<file path="src/rtl/nonce_reporter_pkg.sv">
// Shared types and helpers for the golden-nonce reporter: FSM states, frame
// geometry, default header byte and the frame checksum.
package nonce_reporter_pkg;

    typedef enum logic [1:0] {
        ST_IDLE = 2'd0,
        ST_HDR  = 2'd1,
        ST_DATA = 2'd2,
        ST_CSUM = 2'd3
    } state_e;

    // Header + four nonce bytes + checksum.
    localparam int FRAME_LEN = 6;
    localparam logic [7:0] HDR_BYTE_DEFAULT = 8'h55;

    function automatic logic [7:0] frame_csum(input logic [31:0] word);
        return word[31:24] ^ word[23:16] ^ word[15:8] ^ word[7:0];
    endfunction

endpackage

</file>
<file path="src/rtl/nonce_fifo.sv">
// Small single-clock FIFO: write-through-pointer memory with a combinational
// read of the head entry, registered full flag and occupancy count.
module nonce_fifo #(
    parameter int DEPTH = 4,
    parameter int WIDTH = 32
) (
    input  logic                     clk,
    input  logic                     rst_n,
    input  logic                     push_i,
    input  logic [WIDTH-1:0]         push_data_i,
    input  logic                     pop_i,
    output logic [WIDTH-1:0]         pop_data_o,
    output logic                     full_o,
    output logic                     empty_o,
    output logic [$clog2(DEPTH):0]   count_o
);
    localparam int AW = $clog2(DEPTH);
    localparam logic [AW:0] CNT_FULL = (AW + 1)'(DEPTH);

    logic [WIDTH-1:0] mem_q [DEPTH];
    logic [AW-1:0]    wr_ptr_q, rd_ptr_q;
    logic [AW:0]      count_q, count_d;
    logic             full_q;
    logic             push_ok, pop_ok;

    // A push into a full FIFO is legal only when the head leaves on the same edge.
    assign pop_ok  = pop_i && (count_q != '0);
    assign push_ok = push_i && (!full_q || pop_ok);

    always_comb begin
        count_d = count_q;
        if (push_ok && !pop_ok) begin
            count_d = count_q + 1'b1;
        end else if (!push_ok && pop_ok) begin
            count_d = count_q - 1'b1;
        end
    end

    always_ff @(posedge clk or negedge rst_n) begin
        if (!rst_n) begin
            wr_ptr_q <= '0;
            rd_ptr_q <= '0;
            count_q  <= '0;
            full_q   <= 1'b0;
        end else begin
            if (push_ok) wr_ptr_q <= wr_ptr_q + 1'b1;
            if (pop_ok)  rd_ptr_q <= rd_ptr_q + 1'b1;
            count_q <= count_d;
            full_q  <= (count_d == CNT_FULL);
        end
    end

    always_ff @(posedge clk) begin
        if (push_ok) mem_q[wr_ptr_q] <= push_data_i;
    end

    assign pop_data_o = mem_q[rd_ptr_q];
    assign full_o     = full_q;
    assign empty_o    = (count_q == '0);
    assign count_o    = count_q;

endmodule

</file>
<file path="src/rtl/nonce_reporter.sv">
// Buffers golden nonces and serialises each one as a 6-byte frame
// (header, nonce MSB first, XOR checksum) on a byte-wide valid/ready stream.
module nonce_reporter
    import nonce_reporter_pkg::*;
#(
    parameter int         DEPTH    = 4,
    parameter logic [7:0] HDR_BYTE = HDR_BYTE_DEFAULT,
    parameter int         DROP_W   = 16
) (
    input  logic              clk,
    input  logic              rst_n,
    input  logic              nonce_valid,
    input  logic [31:0]       nonce,
    output logic              tx_valid,
    output logic [7:0]        tx_data,
    input  logic              tx_ready,
    output logic              fifo_full,
    output logic [DROP_W-1:0] dropped_count
);
    localparam int         CW       = $clog2(DEPTH) + 1;
    localparam logic [CW-1:0] CNT_FULL = CW'(DEPTH);
    localparam logic [1:0] LAST_IDX = 2'(FRAME_LEN - 3);

    state_e            state_q, state_d;
    logic [1:0]        idx_q, idx_d;
    logic [31:0]       shift_q, shift_d;
    logic [7:0]        csum_q, csum_d;
    logic              tx_valid_q, tx_valid_d;
    logic [7:0]        tx_data_q, tx_data_d;
    logic [DROP_W-1:0] drop_q, drop_d;

    logic              pop_en, push_en, drop_en, handshake;
    logic [31:0]       fifo_data;
    logic              fifo_full_w, fifo_empty;
    logic [CW-1:0]     fifo_count;

    assign pop_en    = (state_q == ST_IDLE) && !fifo_empty;
    assign push_en   = nonce_valid && ((fifo_count != CNT_FULL) || pop_en);
    assign drop_en   = nonce_valid && !push_en;
    assign handshake = tx_valid_q && tx_ready;

    nonce_fifo #(
        .DEPTH (DEPTH),
        .WIDTH (32)
    ) u_fifo (
        .clk         (clk),
        .rst_n       (rst_n),
        .push_i      (push_en),
        .push_data_i (nonce),
        .pop_i       (pop_en),
        .pop_data_o  (fifo_data),
        .full_o      (fifo_full_w),
        .empty_o     (fifo_empty),
        .count_o     (fifo_count)
    );

    // tx_data is loaded one byte ahead so the stream outputs stay registered.
    always_comb begin
        state_d    = state_q;
        idx_d      = idx_q;
        shift_d    = shift_q;
        csum_d     = csum_q;
        tx_valid_d = tx_valid_q;
        tx_data_d  = tx_data_q;
        case (state_q)
            ST_IDLE: begin
                if (pop_en) begin
                    state_d    = ST_HDR;
                    shift_d    = fifo_data;
                    csum_d     = frame_csum(fifo_data);
                    tx_valid_d = 1'b1;
                    tx_data_d  = HDR_BYTE;
                end
            end
            ST_HDR: begin
                if (handshake) begin
                    state_d   = ST_DATA;
                    idx_d     = 2'd0;
                    tx_data_d = shift_q[31:24];
                end
            end
            ST_DATA: begin
                if (handshake) begin
                    if (idx_q == LAST_IDX) begin
                        state_d   = ST_CSUM;
                        tx_data_d = csum_q;
                    end else begin
                        idx_d     = idx_q + 2'd1;
                        shift_d   = {shift_q[23:0], 8'h00};
                        tx_data_d = shift_q[23:16];
                    end
                end
            end
            ST_CSUM: begin
                if (handshake) begin
                    state_d    = ST_IDLE;
                    tx_valid_d = 1'b0;
                    tx_data_d  = '0;
                end
            end
            default: state_d = ST_IDLE;
        endcase
    end

    always_comb begin
        drop_d = drop_q;
        if (drop_en && !(&drop_q)) drop_d = drop_q + 1'b1;
    end

    always_ff @(posedge clk or negedge rst_n) begin
        if (!rst_n) begin
            state_q    <= ST_IDLE;
            idx_q      <= '0;
            shift_q    <= '0;
            csum_q     <= '0;
            tx_valid_q <= 1'b0;
            tx_data_q  <= '0;
            drop_q     <= '0;
        end else begin
            state_q    <= state_d;
            idx_q      <= idx_d;
            shift_q    <= shift_d;
            csum_q     <= csum_d;
            tx_valid_q <= tx_valid_d;
            tx_data_q  <= tx_data_d;
            drop_q     <= drop_d;
        end
    end

    assign tx_valid      = tx_valid_q;
    assign tx_data       = tx_data_q;
    assign fifo_full     = fifo_full_w;
    assign dropped_count = drop_q;

endmodule

</file>
<file path="config.mk">
export PLATFORM = sky130hd
export DESIGN_NAME = nonce_reporter
export DESIGN_NICKNAME = d
export VERILOG_FILES = /design/src/rtl/nonce_reporter_pkg.sv /design/src/rtl/nonce_fifo.sv /design/src/rtl/nonce_reporter.sv
export SDC_FILE = /design/constraint.sdc
export NUM_CORES = 1
export LEC_CHECK = 0
export ABC_AREA = 1
export BUFFER_PORTS_ARGS = -buffer_cell sky130_fd_sc_hd__clkbuf_2
export CORE_MARGIN = 8
export CORE_UTILIZATION = 50
export DETAILED_ROUTE_END_ITERATION = 10
export GPL_TIMING_DRIVEN = 0
export PLACE_DENSITY = 0.68
export SKIP_CTS_REPAIR_TIMING = 1
export SLEW_MARGIN = 20
export SYNTH_ARGS = -nofsm -noshare
export SYNTH_HDL_FRONTEND = slang
export SYNTH_SLANG_ARGS = --single-unit
</file>
<file path="constraint.sdc">
create_clock -name clk -period 5.8 [get_ports clk]
set_input_delay 0.87 -clock clk [delete_from_list [all_inputs] [get_ports clk]]
set_output_delay 0.87 -clock clk [all_outputs]
set_load 0.02 [all_outputs]
</file>
Yosys cells after proc, flatten, opt, wreduce, memory -nomap -nowiden
Memory sizes are Yosys's and may differ from the RTL's.
Index checks and enable logic that the tools add are counted.
{ "classes": {"n_reduce_logical": 30, "bitwise_logic": 3, "n_eq_ne": 12, "add_sub_neg": 6, "muxes": 26} }
{ "ops": {"columns": ["operator", "count"], "rows": [
  ["32-bit two-way mux", 3],
  ["32-bit case mux with 2 select lines", 1],
  ["8-bit two-way mux", 5],
  ["8-bit case mux with 4 select lines", 1],
  ["8-bit XOR", 3],
  ["16-bit by 1-bit adder with 16-bit output (second input constant)", 1],
  ["16-bit AND reduction", 1],
  ["2-bit two-way mux", 7],
  ["2-bit inequality test (second input constant)", 6],
  ["4-bit AND reduction", 3],
  ["1-bit logical AND", 9],
  ["2-bit case mux with 4 select lines", 1],
  ["2-bit by 1-bit adder with 2-bit output (second input constant)", 3],
  ["2-bit == test (second input constant)", 3],
  ["1-bit logical NOT", 6],
  ["3-bit two-way mux", 2],
  ["2-bit nonzero test", 3],
  ["5-bit AND reduction", 1],
  ["1-bit two-way mux", 4],
  ["2-bit case mux with 2 select lines", 1],
  ["3-bit by 1-bit adder with 3-bit output (second input constant)", 1],
  ["3-bit == test (second input constant)", 1],
  ["3-bit logical NOT", 1],
  ["3-bit inequality test (second input constant)", 1],
  ["other kinds (8)", 9]
]} }
{ "totals": {"ramBits": 128, "reg_bits": 77, "inputBits": 36, "output_inout_bits": 26, "n_memories": 1, "word_cells": 89} }
{ "memory_table": {"columns": ["memory", "depth", "word_bits", "read_ports", "rd_clocked_by_memory_dff", "wr", "line", "source"], "rows": [
  ["u_fifo.mem_q", 4, 32, 1, 0, 1, "nonce_fifo.sv:20", "logic [WIDTH-1:0] mem_q [DEPTH];"]
]} }

Depth between registers and ports, before layout
{ "depth": {"word_depth": 11, "depth_mapped": 13, "mapped_depth_nobuf": 11} }

Hierarchy
From an unflattened synthesis, not the netlist that was laid out.
{ "hier_totals": {"cells_unflattened": 875, "hier_area_um2": 9106.2} }
{ "by_module_without_submodules": {"columns": ["module", "cells_each", "seq_area_each_um2", "area_each_um2", "n_inst"], "rows": [
  ["nonce_fifo", 377, 4043.9, 5263.8, 1],
  ["nonce_reporter", 498, 1726.7, 3842.4, 1]
]} }

Worst setup path before layout
No wires, ideal clock.
{ "synth_timing": {"kind": "register to register", "start": "reg state_q[0]", "end": "mem u_fifo.mem_q[0][0], enable pin", "setup_time_ns": 0.421, "setup_slack_ns": 2.789, "stages_incl_launch_ff": 9, "period_less_slack_ns": 3.011, "t_required_ns": 5.379, "arrival_ns": 2.590, "cell_sequence": "dfrtp_1 > inv_1 > ha_1 > inv_1 > nand3_1 > nand2_1 > a21oi_4 > inv_1 > nor2_1"} }
{ "synth_between": {"elab_chain_cells": 7, "word_cells_on_any_way": 9, "cone_classes": "mux (2); reduce/logical (7)"} }
{ "synth_rtl": {"columns": ["item", "line", "source"], "rows": [
  ["from (decl)", "nonce_reporter.sv:24", "state_e state_q, state_d;"],
  ["from (signal assigned)", "nonce_reporter.sv:120", "state_q <= state_d;"],
  ["2-bit logical NOT (*)", "nonce_reporter.sv:37", "assign pop_en = (state_q == ST_IDLE) && !fifo_empty;"],
  ["1-bit logical AND (*)", "nonce_reporter.sv:37", null],
  ["1-bit logical OR or 1-bit logical AND (tied branches)", "nonce_reporter.sv:38, nonce_fifo.sv:27", null],
  ["1-bit logical AND or 1-bit logical OR (tied branches)", "nonce_reporter.sv:38, nonce_fifo.sv:28", null],
  ["1-bit logical AND (*)", "nonce_fifo.sv:28", "assign push_ok = push_i && (!full_q || pop_ok);"],
  ["1-bit two-way mux (*)", "nonce_fifo.sv:54", "if (push_ok) mem_q[wr_ptr_q] <= push_data_i;"],
  ["1-bit two-way mux (implied by the code) (*)", "nonce_fifo.sv:54", null],
  ["to (decl)", "nonce_fifo.sv:20", null]
]} }
Mark *: on every way between the ends. The rest lies on a longest branch, timed or not.

Final worst setup path
{ "layout_timing": {"start": "reg state_q[0]", "end": "mem u_fifo.mem_q[0][15], enable pin"} }
The elaborated chain is that of the path after synthesis.

==> metrics.md <==
| Metric | Value |
|---|---|
| Status | finished clean |
| FF-to-FF setup slack | 3100 ps |
| Pwr/cell area | 361 nW/µm² |
| Worst flop-to-flop path endpoint | u_fifo.mem_q[0][15]$_DFFE_PP_ |
| Largest cells by area after synthesis | edfxtp_1, dfrtp_1, nand2_1 |
| Clk root buf | clkbuf_16 |
| Vias in the first global route | 7217 |
| DRC | 0 |
| Synth warn | 0 |
| Worst-Skew Late Latency | 520 ps |
| Largest net degree at the start of global routing | 43 |
| Fill count | approximately 1600 |
| Post-DP HPWL | 16700 µm |
| CP Buf/Inv Count | 4 |
| Critical Path RT | 6010 ps |
| Yosys cell types | 37 |
| TritonCTS clock tree | built |
| CTS Buffer Depth | 3 |
| CP peak stage delay | 590 ps |
| Synth top area share | 38.9% |
| Maximum VDD drop | 0.000282 V |
| Initial drt markers | 636 |
| Crit-path max FO | 18 |
| Crit. End Element | flop |
| Via count | 7534 |
| H-tree depth | 1 |
| Clk slew on worst S/H paths | approximately 60 ps |
| Mapped Area | around 10000 µm² |
| Die width | 157 µm |
| Sequential element share of the synthesized area | 58.3% |
| Worst Setup Path Type | reg -> reg |
| Die ar. | between 20000 and 25000 µm² |
| Cell taking the most area after synthesis | edfxtp_1 |
| IO Pins | between 60 and 70 |
| MaxCap Viol Count | 0 |
| Core Area | ~19000 µm² |
| Synthesis-to-layout area growth | 16.0% |
| Worst slew pin tran | 704 ps |
| Hold slack final | 355 ps |
| Lkg Pwr | 5.22 nW |
| WL final | about 24000 µm |
| Post-route ant nets | 0 |
| Worst Hold Class | in -> async |
| CP most frequent cell | inv_1 |
| Initial DRT Pass Iterations | 6 |
| Buffers on Ports | just over 60 |
| Register-to-Register Path Depth | 9 |
| Die Y | 157 µm |
| Fraction of layout cells with a size suffix above 1 | 15.6% |
| CP arrival | 2920 ps |
| Std-Cell Rows | 51 |
| Number of antenna violations at the first check in global routing | 0 |
| CTS sink cnt | between 200 and 250 |
| Fmax | 0.370 GHz |
| Count leader, synth | nand2_1 |
| EDFF count, synth | 128 |
| Mean Syn Cell Area | 9.18 µm² |
| Routability cong. | 0.849 |
| Top cells by count, synth | nand2_1, edfxtp_1, nand3_1 |
| Total GRT Usage | 19.8% |
| Nets | 1219 |
| Routed length per instance | 16.5 µm |
| Syn Inst Count | ~1100 |
| Global-route wire length before repair | between 30000 and 40000 µm |
| Worst-path cell chain | inv_1 > ha_1 > inv_1 > nand3_1 > nand2_1 > a21oi_4 > inv_1 > nor2_4 > buf_16 |
| Async SR Flop Fraction | 37.6% |
| Initial Util | 50.8% |
| Period utilisation layout | 46.6% |
| Final-report hold violation count | 0 |
| RSZ-0062 raised after global routing | false |
| Max Slew Vio Count | 0 |
| Setup TNS | 0 ps |
| Slowest CP cell | nor2_4 |
| CP Launch Type | flop |
| Setup Viol. Count Final | 0 |
| Yosys reg bits | 205 |
| Dominant synthesized flop cell | edfxtp_1 |
| Worst path top cell family by delay | simple AND/OR/NAND/NOR gates |
| Relative slew slack | 52.9% |
| Critical R2R Launch | state_q[0]$_DFFE_PN0P_ |
| Antenna diodes | 0 |
| Tmin final | 2700 ps |
| Vias/cell | between 5 and 6 |
| Syn_nets | 1128 |
| Final clock skew | 13.6 ps |
| Remaining Overflow, GRT | 0 |
| CTS buffer count | 23 |
where the power goes:
group	leakage (nW)	total (mW)	internal [mW]	switching, mW
sequential	2.17	1.90	1.81	0.0936
combinational	2.66	0.744	0.240	0.504
clock	0.390	1.50	0.920	0.577
total	5.22	4.14	2.97	1.18
area by class of cell:
cell class | instances | area [µm²] | share of cell area, %
Buffer | 45 | 283 | 2.46
Clock buffer | 29 | 648 | 5.65
Multi-Input combinational cell | 737 | 3510 | 30.6
Inverter | 91 | 354 | 3.09
Sequential cell | 205 | 5770 | 50.3
Tap cell | 265 | 332 | 2.89
Timing Repair Buffer | 66 | 438 | 3.82
Clock inverter | 12 | 138 | 1.20
placed cells by master, fill, tap and decap left out, drive strengths merged, types with 9 or more instances in the layout:
master,Yosys,routed
clkinv,1,9
a22oi,9,9
nand2,451,451
clkbuf,8,98
edfxtp,128,128
dfrtp,77,77
nor2,58,58
o22ai,32,32
o21ai,53,53
xor2,14,14
inv,90,91
buf,37,42
ha,14,14
nand3,87,87
worst max path at each step:
stage	startpoint	to	slack (ps)	cells past startpoint
floorplan	state_q[0]$_DFFE_PN0P_	u_fifo.mem_q[0][0]$_DFFE_PP_	2790	8
global placement	state_q[0]$_DFFE_PN0P_	u_fifo.mem_q[3][11]$_DFFE_PP_	1420	8
detailed placement	state_q[0]$_DFFE_PN0P_	u_fifo.mem_q[0][11]$_DFFE_PP_	3070	9
CTS	state_q[0]$_DFFE_PN0P_	u_fifo.mem_q[0][9]$_DFFE_PP_	3060	9
global route	state_q[1]$_DFFE_PN0P_	u_fifo.mem_q[3][15]$_DFFE_PP_	2950	9
finish	state_q[0]$_DFFE_PN0P_	u_fifo.mem_q[0][15]$_DFFE_PP_	3100	9
flip-flops by register name (all words and copies together), names as in the netlist:
signal	flops
u_fifo.mem_q	128
shift_q	32
dropped_count	16
csum_q	8
tx_data	8
u_fifo.count_o	3
idx_q	2
state_q	2
u_fifo.rd_ptr_q	2
u_fifo.wr_ptr_q	2
tx_valid	1
u_fifo.full_o	1
cell families (layout without fill, tap and decap cells):
group | count (synthesis) | count (layout) | share of synthesized area, %
and+or+nand+nor | 602 | 602 | 24.7
DFF | 205 | 205 | 58.3
buffers and inverters | 136 | 243 | 6.44
AOI/OAI and AO/OA | 103 | 103 | 7.21
adders and majority gates | 14 | 14 | 1.77
xor gates and xnor gates | 18 | 18 | 1.59
stage by stage:
step / worst slack (ps) / power (mW) / cells / cell area (µm²) / util, %
final: 3100 / 4.14 / 1450 / 11500 / 59.0
after global routing: 2950 / 4.31 / 1450 / 11500 / 59.0
after global placement: 1420 / 2.60 / 1404 / 10500 / 54.1
after floorplan: 2790 / 2.37 / 1078 / 9890 / -
after detailed placement: 3070 / 2.68 / 1409 / 10700 / 54.9
after CTS: 3060 / 4.16 / 1450 / 11500 / 59.0
metal layers:
metal / up-vias / part of all wire, % / GRT usage (%)
met3: 36 / 6.8 / 2.81
met4: 0 / 2.3 / 5.49
li1: 3720 / - / -
met2: 235 / 47 / 32.6
met5: - / 0 / 0
met1: 3543 / 44 / 26.9
No activity file was read; power rests on OpenSTA's default activity.
